--- src/rtl/fifo_pkg.sv ---
// Shared helpers and read-mode constants for the programmable FIFO.
package fifo_pkg;

  // Read-mode selector values for the FWFT parameter.
  localparam int unsigned FIFO_STD  = 0;
  localparam int unsigned FIFO_FWFT = 1;

  // Pointer width; at least one bit so a 1-entry address is still legal.
  function automatic int unsigned addr_w(input int unsigned depth);
    return (depth > 1) ? $clog2(depth) : 1;
  endfunction

  // Occupancy width; must represent 0..depth inclusive.
  function automatic int unsigned cnt_w(input int unsigned depth);
    return $clog2(depth + 1);
  endfunction

endpackage

--- src/rtl/fifo_ram.sv ---
// Storage array: one synchronous write port, one asynchronous read port.
module fifo_ram #(
  parameter int unsigned DATA_WIDTH = 8,
  parameter int unsigned DEPTH      = 16,
  parameter int unsigned AW         = 4
) (
  input  logic                  clk,
  input  logic                  we,
  input  logic [AW-1:0]         waddr,
  input  logic [DATA_WIDTH-1:0] wdata,
  input  logic [AW-1:0]         raddr,
  output logic [DATA_WIDTH-1:0] rdata
);

  logic [DATA_WIDTH-1:0] mem_q [DEPTH];

  // Contents are deliberately not reset; occupancy is tracked by the controller.
  always_ff @(posedge clk) begin
    if (we) begin
      mem_q[waddr] <= wdata;
    end
  end

  assign rdata = mem_q[raddr];

endmodule

--- src/rtl/fifo_prog.sv ---
// Single-clock FIFO with programmable thresholds, standard/FWFT read modes,
// full-and-read pass-through, synchronous flush and sticky error flags.
module fifo_prog
  import fifo_pkg::*;
#(
  parameter int unsigned DATA_WIDTH = 8,
  parameter int unsigned DEPTH      = 16,
  parameter int unsigned FWFT       = FIFO_STD,
  parameter int unsigned AF_THRESH  = DEPTH - 2,
  parameter int unsigned AE_THRESH  = 2
) (
  input  logic                      clk,
  input  logic                      rst_n,
  input  logic                      flush,
  input  logic                      wr_en,
  input  logic [DATA_WIDTH-1:0]     wr_data,
  output logic                      full,
  output logic                      almost_full,
  input  logic                      rd_en,
  output logic [DATA_WIDTH-1:0]     rd_data,
  output logic                      rd_valid,
  output logic                      empty,
  output logic                      almost_empty,
  output logic [cnt_w(DEPTH)-1:0]   count,
  output logic                      overflow,
  output logic                      underflow
);

  localparam int unsigned AW = addr_w(DEPTH);
  localparam int unsigned CW = cnt_w(DEPTH);

  // Elaboration-time parameter sanity checks.
  if (DATA_WIDTH < 1) begin : g_bad_width
    $error("fifo_prog: DATA_WIDTH must be at least 1");
  end
  if (DEPTH < 2) begin : g_bad_depth
    $error("fifo_prog: DEPTH must be at least 2");
  end
  if (FWFT > FIFO_FWFT) begin : g_bad_mode
    $error("fifo_prog: FWFT must be 0 or 1");
  end
  if (AF_THRESH < 1 || AF_THRESH > DEPTH) begin : g_bad_af
    $error("fifo_prog: AF_THRESH must be in 1..DEPTH");
  end
  if (AE_THRESH > DEPTH - 1) begin : g_bad_ae
    $error("fifo_prog: AE_THRESH must be in 0..DEPTH-1");
  end

  // Wrap by explicit compare so non-power-of-two depths work.
  function automatic logic [AW-1:0] ptr_inc(input logic [AW-1:0] p);
    return (p == AW'(DEPTH - 1)) ? '0 : p + AW'(1);
  endfunction

  logic [AW-1:0]         wr_ptr_q, wr_ptr_d;
  logic [AW-1:0]         rd_ptr_q, rd_ptr_d;
  logic [CW-1:0]         count_q, count_d;
  logic                  overflow_q, overflow_d;
  logic                  underflow_q, underflow_d;
  logic                  rd_valid_q, rd_valid_d;
  logic [DATA_WIDTH-1:0] rd_data_q, rd_data_d;

  logic                  empty_w, full_w;
  logic                  do_rd, do_wr;
  logic [DATA_WIDTH-1:0] ram_rdata;

  // Status decodes come only from registered count.
  always_comb begin
    empty_w = (count_q == '0);
    full_w  = (count_q == CW'(DEPTH));
    // Requests in a flush cycle are ignored entirely.
    do_rd   = rd_en && !empty_w && !flush;
    // A full FIFO still takes a write when a read frees a slot in the same cycle.
    do_wr   = wr_en && (!full_w || do_rd) && !flush;
  end

  // Next-state for pointers, occupancy, error flags and the standard-mode output register.
  always_comb begin
    wr_ptr_d    = wr_ptr_q;
    rd_ptr_d    = rd_ptr_q;
    count_d     = count_q;
    overflow_d  = overflow_q;
    underflow_d = underflow_q;
    rd_valid_d  = 1'b0;
    rd_data_d   = rd_data_q;

    if (flush) begin
      wr_ptr_d    = '0;
      rd_ptr_d    = '0;
      count_d     = '0;
      overflow_d  = 1'b0;
      underflow_d = 1'b0;
      rd_data_d   = '0;
    end else begin
      if (do_wr) begin
        wr_ptr_d = ptr_inc(wr_ptr_q);
      end
      if (do_rd) begin
        rd_ptr_d   = ptr_inc(rd_ptr_q);
        rd_valid_d = 1'b1;
        rd_data_d  = ram_rdata;
      end

      case ({do_wr, do_rd})
        2'b10:   count_d = count_q + CW'(1);
        2'b01:   count_d = count_q - CW'(1);
        default: count_d = count_q;
      endcase

      if (wr_en && !do_wr) begin
        overflow_d = 1'b1;
      end
      // Includes the empty write+read case: the write lands, the read is rejected.
      if (rd_en && empty_w) begin
        underflow_d = 1'b1;
      end
    end
  end

  // State registers with synchronous active-low reset taking priority over flush.
  always_ff @(posedge clk) begin
    if (!rst_n) begin
      wr_ptr_q    <= '0;
      rd_ptr_q    <= '0;
      count_q     <= '0;
      overflow_q  <= 1'b0;
      underflow_q <= 1'b0;
      rd_valid_q  <= 1'b0;
      rd_data_q   <= '0;
    end else begin
      wr_ptr_q    <= wr_ptr_d;
      rd_ptr_q    <= rd_ptr_d;
      count_q     <= count_d;
      overflow_q  <= overflow_d;
      underflow_q <= underflow_d;
      rd_valid_q  <= rd_valid_d;
      rd_data_q   <= rd_data_d;
    end
  end

  fifo_ram #(
    .DATA_WIDTH (DATA_WIDTH),
    .DEPTH      (DEPTH),
    .AW         (AW)
  ) u_ram (
    .clk   (clk),
    .we    (do_wr && rst_n),
    .waddr (wr_ptr_q),
    .wdata (wr_data),
    .raddr (rd_ptr_q),
    .rdata (ram_rdata)
  );

  assign count        = count_q;
  assign empty        = empty_w;
  assign full         = full_w;
  assign almost_full  = (count_q >= CW'(AF_THRESH));
  assign almost_empty = (count_q <= CW'(AE_THRESH));
  assign overflow     = overflow_q;
  assign underflow    = underflow_q;

  // FWFT exposes the head word directly; standard mode uses the output register.
  if (FWFT == FIFO_FWFT) begin : g_fwft
    assign rd_data  = ram_rdata;
    assign rd_valid = !empty_w;
  end else begin : g_std
    assign rd_data  = rd_data_q;
    assign rd_valid = rd_valid_q;
  end

endmodule

--- config.mk ---
export PLATFORM = sky130hd
export DESIGN_NAME = fifo_prog
export DESIGN_NICKNAME = d
export VERILOG_FILES = /design/src/rtl/fifo_pkg.sv /design/src/rtl/fifo_ram.sv /design/src/rtl/fifo_prog.sv
export SDC_FILE = /design/constraint.sdc
export NUM_CORES = 1
export LEC_CHECK = 0
export ABC_AREA = 1
export CORE_MARGIN = 10
export CORE_UTILIZATION = 64
export CTS_CLUSTER_DIAMETER = 200
export DETAILED_ROUTE_END_ITERATION = 16
export GPL_TIMING_DRIVEN = 0
export PLACE_DENSITY = 0.83
export SETUP_SLACK_MARGIN = 0.2
export SLEW_MARGIN = 20
export SYNTH_ARGS = -nofsm -noshare
export SYNTH_HDL_FRONTEND = slang
export SYNTH_SLANG_ARGS = --single-unit
--- constraint.sdc ---
create_clock -name clk -period 4.7 [get_ports clk]
set_input_delay 0.94 -clock clk [delete_from_list [all_inputs] [get_ports clk]]
set_output_delay 0.94 -clock clk [all_outputs]
set_load 0.1 [all_outputs]
==> results.sh <==
export IMPL_status="completed"
export IMPL_worst_pin_slew_ns=1.04
export IMPL_crit_buf_inv=2
export IMPL_pwr_share_comb=0.062
export IMPL_skew_ns=0.00674
export IMPL_ant_nets=0
export IMPL_fmax_mhz=287
export IMPL_instances_no_fill=904
export IMPL_avgRoutedWirePerCell_um=17.6
export IMPL_vias=5094
export IMPL_clockPowerShare=0.453
export IMPL_path_class="register to output port"
export IMPL_intPower_w=0.00230
export IMPL_die_h_um=123
export IMPL_synthesis_area_um2=6740
export IMPL_post_cts_resized=0
export IMPL_cts_setup_buffers=0
export IMPL_finalCritPeriodShare=0.741
export IMPL_synth_most_common_cell="nand2_1"
export IMPL_dr_pass1_iters=5
export IMPL_worstHoldPathCells=2
export IMPL_syn_avg_cell_area_um2=9.57
export IMPL_worstSetupEndpointType="output port"
export IMPL_drtIter0Drc=618
export IMPL_slowest_delay_ns=1.18
export IMPL_start_util=0.655
export IMPL_htreeDepth=4
export IMPL_hold_path_class="register to register"
export IMPL_hold_viol=0
export IMPL_clk_path_buf_depth=2
export IMPL_final_max_slew_viol_count=0
export IMPL_crit_cells=3
export IMPL_grt_pass1_vias=4893
export IMPL_cts_buffers=17
export IMPL_grt_pass1_wl_mm=25.0
export IMPL_max_slew_margin=0.300
export IMPL_hpwl_mm=10.5
export IMPL_power_switching_w=0.000740
export IMPL_worstRegToRegCells=16
export IMPL_ys_ff_latch=152
export IMPL_rrSetupSlack_ns=2.18
export IMPL_worstPathRequired_ns=3.76
export IMPL_vdd_drop_max_v=0.000321
export IMPL_setup_violations=0
export IMPL_synth_main_ff_cell="edfxtp_1"
export IMPL_rsz0062_at_grt="false"
export IMPL_clk_pin_slew_ns=0.07
export IMPL_core_area_um2=10300
export IMPL_drv_cap=0
export IMPL_crit_family="buffers and inverters"
export IMPL_routed_wirelength_mm=15.9
export IMPL_synth_top_area_frac=0.571
export IMPL_syn_nets=727
export IMPL_antenna_found_initial=0
export IMPL_ios=33
export IMPL_p_per_area_nw_per_um2=388
export IMPL_synth_top_area_cell="edfxtp_1"
export IMPL_ys_seq_area_frac=0.642
export IMPL_power_frac_seq=0.485
export IMPL_layout_min_cycle_time_ns=3.48
export IMPL_syn_inst=704
export IMPL_path_cells="inv_1, o31ai_1, clkdlybuf4s50_1"
export IMPL_gp_congestion=0.969
export IMPL_yosys_warnings=0
export IMPL_die_w_um=123
export IMPL_drive_above_1_share=0.0781
export IMPL_crit_arrival_ns=2.54
export IMPL_grt_max_degree=17
export IMPL_crit_path_max_fanout=6
export IMPL_track_usage=0.222
export IMPL_portBuffers=32
export IMPL_start_kind="register"
export IMPL_root_buffer="clkbuf_8"
export IMPL_cts_tree="done"
export IMPL_num_rows=37
export IMPL_placed_cells=872
export IMPL_async_reset_ff_frac=0
export IMPL_cts_hold_buffers=0
export IMPL_n_antenna_cell=0
export IMPL_swShare=0.244
export IMPL_yosysUniqueCellTypes=24
export IMPL_total_leakage_power_nw=3.30
export IMPL_tns_ns=0
export IMPL_worstSkewPairLatency_ns=0.54
export IMPL_viasPerCell=5.63
export IMPL_grt_ovfl_total=0
export IMPL_synth_edf_count=128
export IMPL_layout_nets=778
export IMPL_clkSinkCount=152
export IMPL_syn_to_final_growth_pct=16.3
export IMPL_drc_errors=0
export IMPL_synth_common_cells="nand2_1, edfxtp_1, inv_1, nand3_1, nor2_1"
export IMPL_synthTopCellsByArea="edfxtp_1, nand2_1, nand3_1, dfxtp_1, inv_1"
export IMPL_dieArea_um2=15000
export IMPL_critPathSlowestCell="clkdlybuf4s50_1"
metrics by stage:
stage,setup WS [ns],power [W],cell area [µm²],hold WS (ns),util
3_3_place_gp,1.29,0.00168,7230,0.452,0.704
2_1_floorplan,0.238,0.00162,6740,0.462,-
3_5_place_dp,1.30,0.00169,7240,0.478,0.705
6_report,1.22,0.00304,7840,0.486,0.762
4_1_cts,1.20,0.00303,7840,0.493,0.762
5_1_grt,1.08,0.00312,7840,0.520,0.762
worst reg2reg max path, delay by kind of cell, from the launching register on:
family | cells | cell delay [ns]
adders and majority gates | 2 | 0.69
buffers and inverters | 4 | 0.46
DFF | 1 | 0.43
and+or+nand+nor | 10 | 0.82
kinds of logic (layout without fill, tap and decap cells):
logic type,after synthesis,count (layout),share of synthesized area
flops,152,152,0.642
fa+ha+maj,10,10,0.0197
buf+inv,153,217,0.0921
compound gates,33,33,0.0255
simple gates,353,353,0.217
xor+xnor,3,3,0.00390
area by class of cell:
| type | count | area, µm² |
|---|---|---|
| clock inverters | 15 | 180 |
| inverters | 125 | 469 |
| repair buffers | 32 | 320 |
| multi-input cells | 399 | 1810 |
| clock buffers | 17 | 414 |
| fillers | 655 | 2440 |
| well taps | 136 | 170 |
| plain buffers | 28 | 151 |
| flip-flops and latches | 152 | 4320 |
power groups by stage:
stage	logic, W	registers, W	clock network (W)
final	0.000188	0.00147	0.00138
after global routing	0.000201	0.00147	0.00144
after CTS	0.000186	0.00147	0.00137
after detailed placement	0.000185	0.00150	0
after global placement	0.000180	0.00150	0
after floorplan	0.0000839	0.00154	0
cell usage in the layout (no fill, tap or decap), types with 2 or more instances in the layout:
cell type / instances
clkinv_4: 2
dfxtp_1: 24
buf_2: 16
clkdlybuf4s50_1: 32
inv_2: 2
nor3_2: 2
ha_1: 9
bufinv_16: 2
nand3_1: 99
inv_6: 6
xor2_1: 2
nor2_1: 60
o21ai_0: 16
clkbuf_1: 7
a21oi_1: 15
edfxtp_1: 128
clkinv_1: 2
buf_6: 2
inv_1: 121
buf_4: 3
inv_8: 4
nand2_1: 188
clkbuf_16: 16
worst paths after layout:
kind / start / to
setup / recovery: count[1] / almost_full
hold / removal: overflow / overflow
setup reg to reg: count[0] / count[4]
hold reg to reg: overflow / overflow
routing by layer:
| layer | track usage | vias up | share of wire |
|---|---|---|---|
| met3 | 0.0721 | 49 | 0.10 |
| met2 | 0.362 | 295 | 0.49 |
| met1 | 0.264 | 2382 | 0.37 |
| li1 | - | 2368 | - |
| met4 | 0.102 | 0 | 0.038 |
| met5 | 0 | - | 0 |
state kept, by name (all words and copies together) (netlist names):
signal,count
underflow,1
wr_ptr_q,4
rd_ptr_q,4
overflow,1
u_ram.mem_q,128
rd_valid,1
rd_data,8
count,5
(Power assumes the default switching activity.)
